**config.mk**
```make
export PLATFORM = sky130hd
export DESIGN_NAME = gmii_rx_rate_adapter_flat
export DESIGN_NICKNAME = d
export VERILOG_FILES = /design/src/rtl/eth_pkg.sv /design/src/rtl/gmii_rx_rate_adapter_if.sv /design/src/rtl/rgmii_inband_status.sv /design/src/rtl/gmii_rx_rate_adapter.sv /design/src/flat_wrapper.sv
export SDC_FILE = /design/constraint.sdc
export NUM_CORES = 1
export LEC_CHECK = 0
export CAP_MARGIN = 5
export CORE_ASPECT_RATIO = 1.2
export CORE_MARGIN = 2
export CORE_UTILIZATION = 55
export DETAILED_ROUTE_END_ITERATION = 16
export MAX_ROUTING_LAYER = met4
export PLACE_DENSITY = 0.93
export SLEW_MARGIN = 30
export SYNTH_ARGS = -nofsm -noshare
export SYNTH_HDL_FRONTEND = slang
export SYNTH_SLANG_ARGS = --single-unit
export TNS_END_PERCENT = 1
```
**constraint.sdc**
```tcl
create_clock -name gmii_rx_clk -period 3.47 [get_ports gmii_rx_clk]
set_clock_uncertainty 0.1 [all_clocks]
set_input_delay 0.347 -clock gmii_rx_clk [delete_from_list [all_inputs] [get_ports gmii_rx_clk]]
set_output_delay 0.347 -clock gmii_rx_clk [all_outputs]
set_load 0.05 [all_outputs]
```
**src/rtl/eth_pkg.sv**
```systemverilog
// Shared definitions for the GMII receive rate adapter.
//   - speed encodings (SPD_10 / SPD_100 / SPD_1000; 2'b11 also means 1000)
//   - receive FSM state enum
//   - bit positions of the fields in an RGMII in-band status word
package eth_pkg;

  localparam logic [1:0] SPD_10   = 2'b00;
  localparam logic [1:0] SPD_100  = 2'b01;
  localparam logic [1:0] SPD_1000 = 2'b10;

  typedef enum logic {
    ST_IDLE  = 1'b0,
    ST_FRAME = 1'b1
  } rx_state_e;

  // In-band status word fields (low nibble; high nibble must repeat it).
  localparam int ST_LINK_UP_BIT = 0;
  localparam int ST_SPEED_LSB   = 1;
  localparam int ST_SPEED_MSB   = 2;
  localparam int ST_FDX_BIT     = 3;

  // 2'b10 and 2'b11 both select gigabit operation.
  function automatic logic is_gige(input logic [1:0] spd);
    return spd[1];
  endfunction

endpackage

```
**src/rtl/gmii_rx_rate_adapter_if.sv**
```systemverilog
// Bundle of the GMII receive bus and the byte-stream output of the adapter.
//   gmii_rx_dv / gmii_rx_er / gmii_rxd : PHY-side receive bus
//   out_valid / out_data / out_sof / out_eof / out_err : byte stream
// Handshake: there is no ready. out_valid is a single-cycle strobe and the
// consumer must take out_data (and sof/eof/err) in every cycle it is high;
// out_sof/out_eof are only meaningful with out_valid, out_err only with out_eof.
// Modports: master = PHY/bridge side (drives GMII, observes the stream),
//           slave  = the adapter (consumes GMII, drives the stream).
interface gmii_rx_rate_adapter_if ();
  logic       gmii_rx_dv;
  logic       gmii_rx_er;
  logic [7:0] gmii_rxd;
  logic       out_valid;
  logic [7:0] out_data;
  logic       out_sof;
  logic       out_eof;
  logic       out_err;

  modport master (
    output gmii_rx_dv, gmii_rx_er, gmii_rxd,
    input  out_valid, out_data, out_sof, out_eof, out_err
  );

  modport slave (
    input  gmii_rx_dv, gmii_rx_er, gmii_rxd,
    output out_valid, out_data, out_sof, out_eof, out_err
  );
endinterface

```
**src/rtl/rgmii_inband_status.sv**
```systemverilog
// RGMII in-band status decoder.
// While dv=0 and er=0 the bus carries a status word whose two nibbles repeat;
// a consistent word updates link_up / link_speed / link_fdx one cycle later.
// Inconsistent words and any cycle with dv or er high are ignored.
// Ports: clk, rst_n (sync, active-low), dv, er, rxd in;
//        link_up, link_speed, link_fdx out.
module rgmii_inband_status
  import eth_pkg::*;
#(
  parameter int STATUS_EN = 1
) (
  input  logic       clk,
  input  logic       rst_n,
  input  logic       dv,
  input  logic       er,
  input  logic [7:0] rxd,
  output logic       link_up,
  output logic [1:0] link_speed,
  output logic       link_fdx
);

  logic sample_ok;
  assign sample_ok = (STATUS_EN != 0) && !dv && !er && (rxd[3:0] == rxd[7:4]);

  always_ff @(posedge clk) begin
    if (!rst_n) begin
      link_up    <= 1'b0;
      link_speed <= SPD_1000;
      link_fdx   <= 1'b1;
    end else if (sample_ok) begin
      link_up    <= rxd[ST_LINK_UP_BIT];
      link_speed <= rxd[ST_SPEED_MSB:ST_SPEED_LSB];
      link_fdx   <= rxd[ST_FDX_BIT];
    end
  end

endmodule

```
**src/rtl/gmii_rx_rate_adapter.sv**
```systemverilog
// Receive-side rate adapter: GMII (1000) or nibble GMII (10/100) to a byte
// stream with frame delimiters, plus in-band status decode and frame/error
// counters.
// Ports:
//   gmii_rx_clk, rst_n (sync, active-low)
//   speed_cfg   : speed used when SPEED_AUTO=0
//   bus         : GMII in / byte stream out (slave modport)
//   link_up, link_speed, link_fdx : decoded in-band status
//   frame_cnt, err_cnt : saturating good/bad frame counters
//   state_dbg   : current receive FSM state
module gmii_rx_rate_adapter
  import eth_pkg::*;
#(
  parameter int SPEED_AUTO = 1,
  parameter int STATUS_EN  = 1,
  parameter int CNT_W      = 16
) (
  input  logic                  gmii_rx_clk,
  input  logic                  rst_n,
  input  logic [1:0]            speed_cfg,
  gmii_rx_rate_adapter_if.slave bus,
  output logic                  link_up,
  output logic [1:0]            link_speed,
  output logic                  link_fdx,
  output logic [CNT_W-1:0]      frame_cnt,
  output logic [CNT_W-1:0]      err_cnt,
  output rx_state_e             state_dbg
);

  logic       dv, er;
  logic [7:0] rxd;
  assign dv  = bus.gmii_rx_dv;
  assign er  = bus.gmii_rx_er;
  assign rxd = bus.gmii_rxd;

  rgmii_inband_status #(.STATUS_EN(STATUS_EN)) u_status (
    .clk        (gmii_rx_clk),
    .rst_n      (rst_n),
    .dv         (dv),
    .er         (er),
    .rxd        (rxd),
    .link_up    (link_up),
    .link_speed (link_speed),
    .link_fdx   (link_fdx)
  );

  logic [1:0] eff_speed;
  assign eff_speed = (SPEED_AUTO != 0) ? link_speed : speed_cfg;

  rx_state_e  state;
  logic       dv_q;        // dv last cycle; resets to 1 so a dv already high
                           // at reset release is not seen as a rise
  logic       gige_q;      // speed frozen for the current frame
  logic       nib_odd;     // low nibble captured, waiting for the high one
  logic [3:0] nib_lo;
  logic [7:0] hold_data;
  logic       hold_valid;
  logic       first_q;     // next emission is the first of the frame
  logic       bad_q;       // sticky frame error
  logic       good_p, bad_p;

  logic       out_valid_q, out_sof_q, out_eof_q, out_err_q;
  logic [7:0] out_data_q;
  logic [CNT_W-1:0] frame_cnt_q, err_cnt_q;

  // A byte completes this cycle: every dv cycle in 1000 mode, every second
  // nibble in 10/100 mode (the first nibble of a frame is always a low one).
  logic       byte_done;
  logic [7:0] byte_val;
  always_comb begin
    byte_done = 1'b0;
    byte_val  = rxd;
    if (state == ST_IDLE) begin
      byte_done = dv && !dv_q && is_gige(eff_speed);
    end else if (dv) begin
      if (gige_q) begin
        byte_done = 1'b1;
      end else if (nib_odd) begin
        byte_done = 1'b1;
        byte_val  = {rxd[3:0], nib_lo};
      end
    end
  end

  always_ff @(posedge gmii_rx_clk) begin
    if (!rst_n) begin
      state       <= ST_IDLE;
      dv_q        <= 1'b1;
      gige_q      <= 1'b1;
      nib_odd     <= 1'b0;
      nib_lo      <= 4'h0;
      hold_data   <= 8'h00;
      hold_valid  <= 1'b0;
      first_q     <= 1'b0;
      bad_q       <= 1'b0;
      good_p      <= 1'b0;
      bad_p       <= 1'b0;
      out_valid_q <= 1'b0;
      out_data_q  <= 8'h00;
      out_sof_q   <= 1'b0;
      out_eof_q   <= 1'b0;
      out_err_q   <= 1'b0;
      frame_cnt_q <= '0;
      err_cnt_q   <= '0;
    end else begin
      dv_q        <= dv;
      out_valid_q <= 1'b0;
      out_sof_q   <= 1'b0;
      out_eof_q   <= 1'b0;
      out_err_q   <= 1'b0;
      good_p      <= 1'b0;
      bad_p       <= 1'b0;

      case (state)
        ST_IDLE: begin
          if (dv && !dv_q) begin
            state      <= ST_FRAME;
            gige_q     <= is_gige(eff_speed);
            bad_q      <= er;
            first_q    <= 1'b1;
            nib_lo     <= rxd[3:0];
            nib_odd    <= !is_gige(eff_speed);
            hold_valid <= byte_done;
            hold_data  <= byte_val;
          end
        end
        ST_FRAME: begin
          if (!dv) begin
            // End of frame: flush the held byte as eof. A pending low nibble
            // (dribble) is dropped and marks the frame bad. In 10/100 this
            // eof strobe may directly follow the previous byte's strobe.
            state      <= ST_IDLE;
            hold_valid <= 1'b0;
            nib_odd    <= 1'b0;
            if (hold_valid) begin
              out_valid_q <= 1'b1;
              out_data_q  <= hold_data;
              out_sof_q   <= first_q;
              out_eof_q   <= 1'b1;
              out_err_q   <= bad_q || nib_odd;
            end
            // A frame that never completed a byte is counted as bad.
            good_p <= hold_valid && !(bad_q || nib_odd);
            bad_p  <= !(hold_valid && !(bad_q || nib_odd));
          end else begin
            if (er) begin
              bad_q <= 1'b1;
            end
            if (!gige_q) begin
              nib_odd <= !nib_odd;
              if (!nib_odd) begin
                nib_lo <= rxd[3:0];
              end
            end
            if (byte_done) begin
              hold_data  <= byte_val;
              hold_valid <= 1'b1;
              if (hold_valid) begin
                out_valid_q <= 1'b1;
                out_data_q  <= hold_data;
                out_sof_q   <= first_q;
                first_q     <= 1'b0;
              end
            end
          end
        end
        default: state <= ST_IDLE;
      endcase

      if (good_p && (frame_cnt_q != {CNT_W{1'b1}})) begin
        frame_cnt_q <= frame_cnt_q + {{(CNT_W-1){1'b0}}, 1'b1};
      end
      if (bad_p && (err_cnt_q != {CNT_W{1'b1}})) begin
        err_cnt_q <= err_cnt_q + {{(CNT_W-1){1'b0}}, 1'b1};
      end
    end
  end

  assign bus.out_valid = out_valid_q;
  assign bus.out_data  = out_data_q;
  assign bus.out_sof   = out_sof_q;
  assign bus.out_eof   = out_eof_q;
  assign bus.out_err   = out_err_q;
  assign frame_cnt     = frame_cnt_q;
  assign err_cnt       = err_cnt_q;
  assign state_dbg     = state;

endmodule

```
**src/flat_wrapper.sv**
```systemverilog
// flat-port wrapper written by rule: the top's interface ports become plain ports
module gmii_rx_rate_adapter_flat import eth_pkg::*;
#(
  parameter int SPEED_AUTO = 1,
  parameter int STATUS_EN  = 1,
  parameter int CNT_W      = 16
)
  (gmii_rx_clk, rst_n, speed_cfg, link_up, link_speed, link_fdx, frame_cnt, err_cnt, state_dbg, bus_gmii_rx_dv, bus_gmii_rx_er, bus_gmii_rxd, bus_out_valid, bus_out_data, bus_out_sof, bus_out_eof, bus_out_err);
  gmii_rx_rate_adapter_if bus_i ();
  input  logic gmii_rx_clk;
  input  logic rst_n;
  input  logic [1:0] speed_cfg;
  output logic link_up;
  output logic [1:0] link_speed;
  output logic link_fdx;
  output logic [CNT_W-1:0] frame_cnt;
  output logic [CNT_W-1:0] err_cnt;
  output rx_state_e state_dbg;
  input wire logic [$bits(bus_i.gmii_rx_dv)-1:0] bus_gmii_rx_dv;
  input wire logic [$bits(bus_i.gmii_rx_er)-1:0] bus_gmii_rx_er;
  input wire logic [$bits(bus_i.gmii_rxd)-1:0] bus_gmii_rxd;
  output wire logic [$bits(bus_i.out_valid)-1:0] bus_out_valid;
  output wire logic [$bits(bus_i.out_data)-1:0] bus_out_data;
  output wire logic [$bits(bus_i.out_sof)-1:0] bus_out_sof;
  output wire logic [$bits(bus_i.out_eof)-1:0] bus_out_eof;
  output wire logic [$bits(bus_i.out_err)-1:0] bus_out_err;
  assign bus_i.gmii_rx_dv = bus_gmii_rx_dv;
  assign bus_i.gmii_rx_er = bus_gmii_rx_er;
  assign bus_i.gmii_rxd = bus_gmii_rxd;
  assign bus_out_valid = bus_i.out_valid;
  assign bus_out_data = bus_i.out_data;
  assign bus_out_sof = bus_i.out_sof;
  assign bus_out_eof = bus_i.out_eof;
  assign bus_out_err = bus_i.out_err;
  gmii_rx_rate_adapter #(.SPEED_AUTO(SPEED_AUTO), .STATUS_EN(STATUS_EN), .CNT_W(CNT_W)) u_core (.gmii_rx_clk(gmii_rx_clk), .rst_n(rst_n), .speed_cfg(speed_cfg), .bus(bus_i), .link_up(link_up), .link_speed(link_speed), .link_fdx(link_fdx), .frame_cnt(frame_cnt), .err_cnt(err_cnt), .state_dbg(state_dbg));
endmodule
```
==> qor.yml <==
clock_network:
  cts_buffers: 9
  cts-root-buf: "clkbuf_8"
  hold_buffers: 0
  cts.repair.resized: 0
  cts_tree: "done"
  clkSlewWorstSetupHoldPaths_ps: 80
  clock_latency_ps: 340
  clkSinkCount: 69
  h-tree-depth: 3
  postCtsSetupBuffers: 0
  clockBufferDepth: 2
drt:
  vias: 2914
  vias_per_cell: 6.046
  drtIter0Drc: 164
  final_antenna_net_count: 0
  drc: 0
  first_pass_iters: 4
  wl_per_cell_um: 14.64
  wirelength_um: 7057
grt:
  grt_max_degree: 28
  grt-ovfl-total: 0
  grtUsageTotal_pct: 23.52
  antenna_found_initial: 0
  first_global_vias: 2607
  grt_pass1_wl_um: 11640
finish:
  drive_above_1_share_pct: 8.612
  final_common_cell: "dfxtp_1"
  regArea_um2: 1381
  fin_nets: 429
  fillers: 445
  syn_to_final_growth_pct: 25.55
  final_util_pct: 70.98
  diodes: 0
  final_cell_mix: "69 x dfxtp_1, 60 x clkdlybuf4s50_1, 37 x nor2_1"
  multiInputGateArea_um2: 1673
outcome:
  outcome: "completed"
timing:
  finalHoldViolations: 0
  whs_ps: 383.4
  worst_slew_pin_slew_ps: 542.3
  fmax_ghz: 0.4390
  period_needed_ps: 2278
  finalCritPeriodShare_pct: 65.65
  setup_viol: 0
  max_slew_margin_pct: 63.57
  rsz0062_at_grt: "no"
  drv_slew: 0
  tns_ps: 0
worst_setup_path:
  crit_family: "buffers and inverters"
  cp.depth: 1
  end_kind: "primary output"
  critPathMaxFanout: 15
  crit_chain: "clkdlybuf4s50_1"
  cp-start-kind: "register"
  cpMaxStageDelayCell: "clkdlybuf4s50_1"
  cp_slowest_stage_delay_ps: 900
  critical_path_required_ps: 3020
  worst-setup-path-type: "register to primary output"
  reg2reg_depth: 5
  path_buf_inv: 1
  crit_arrival_ps: 1830
floorplan:
  io_pins: 63
  die_h_um: 87.34
  rows: 30
  core_um2: 5630
  initial_core_util_pct: 56.53
  die_width_um: 73.45
  die-area_um2: 6414
synth:
  syn_inst: 355
  synth-edff-count: 0
  synth.distinct_cells: 55
  syn_nets: 371
  synth_seq_cells: 69
  ys.flop_type: "dfxtp_1"
  syn_area_per_cell_um2: 8.966
  seq_area_frac_synth_pct: 43.40
  yosysWarnings: 0
  ys_async_sr_fraction_pct: 0
  synth_area_um2: 3183
placed_design:
  dp_hpwl_um: 5004
  gp_congestion: 0.8415
  port_buffers: 60
hold_path:
  hold_depth: 2
  holdCritPathClass: "register to register"
power_and_ir_drop:
  power_density_nw_per_um2: 380.4
  p_total_mw: 1.520
  vdd_drop_max_v: 0.0002847
  power_leakage_nw: 1.446
job:
  max_cap_viol_count: 0
## metal layers
metal	global-route usage [%]	wire length [um]
met1	27.36	3004
met5	-	0
met2	38.72	3683
met3	6.829	294
met4	7.603	75
## stage by stage
step / worst slack [ps] / std cells / cell area [um^2]
after global placement: 1168 / 466 / 3810
after detailed placement: 1122 / 466 / 3810
after global routing: 1107 / 482 / 3996
final: 1192 / 482 / 3996
after CTS: 1170 / 482 / 3996
after floorplan: 1268 / 355 / 3183
## worst paths after layout
kind | startpoint | to | slack, ps
max | u_core.state_dbg$_SDFF_PN0_ | state_dbg | 1190
min | u_core.u_status.link_speed[0]$_SDFFE_PN0P_ | u_core.u_status.link_speed[0]$_SDFFE_PN0P_ | 380
max reg2reg | u_core.frame_cnt[0]$_SDFFE_PN0P_ | u_core.frame_cnt[14]$_SDFFE_PN0P_ | 1520
min reg2reg | u_core.u_status.link_speed[0]$_SDFFE_PN0P_ | u_core.u_status.link_speed[0]$_SDFFE_PN0P_ | 380
## final cells by class
class	count	area share, %
Clock buffer	9	3.100
Multi-Input combinational cell	258	41.86
Inverter	10	0.9393
Timing Repair Buffer	65	15.97
Clock inverter	7	1.565
Tap cell	64	2.004
Sequential cell	69	34.56
## synth_stat cells (9+ instances only)
cell / count / area share, %
nor2_1: 37 / 4.4
and3_1: 9 / 1.8
nand3_1: 11 / 1.7
or3_1: 11 / 2.2
a21oi_1: 27 / 4.2
nand4_1: 13 / 2.6
nor3_1: 9 / 1.4
o21ai_0: 12 / 1.9
dfxtp_1: 69 / 43
mux2i_1: 19 / 6.0
clkbuf_1: 9 / 1.1
nand2_1: 15 / 1.8
inv_1: 10 / 1.2
o31ai_1: 9 / 2.1
## cell families after synthesis
logic type / count (synthesis) / synth area share [%]
simple gates: 140 / 24.88
compound gates: 90 / 18.99
flops: 69 / 43.40
buf+inv: 28 / 4.049
mux: 19 / 5.975
xor+xnor: 7 / 1.926
fa+ha+maj: 2 / 0.7860
## power breakdown
part / internal, mW / switching [mW]
registers: 0.803 / 0.00946
clock network: 0.277 / 0.342
logic: 0.0352 / 0.0541
total: 1.11 / 0.406
## worst reg2reg max path: cells and delay by family (launching register included)
kind / cells / cell delay, ps
adder cells (fa/ha/maj): 1 / 230
AND/OR/NAND/NOR: 2 / 750
flip-flops: 1 / 390
AO/OA/AOI/OAI: 2 / 400
## registers in the layout, summed over array words and instances, names as in the netlist, 2 cells and up
name / cells
u_core.hold_data: 8
u_core.err_cnt: 16
u_core.bus.out_data: 8
u_core.frame_cnt: 16
u_core.u_status.link_speed: 2
u_core.nib_lo: 4
(Power assumes the default switching activity.)
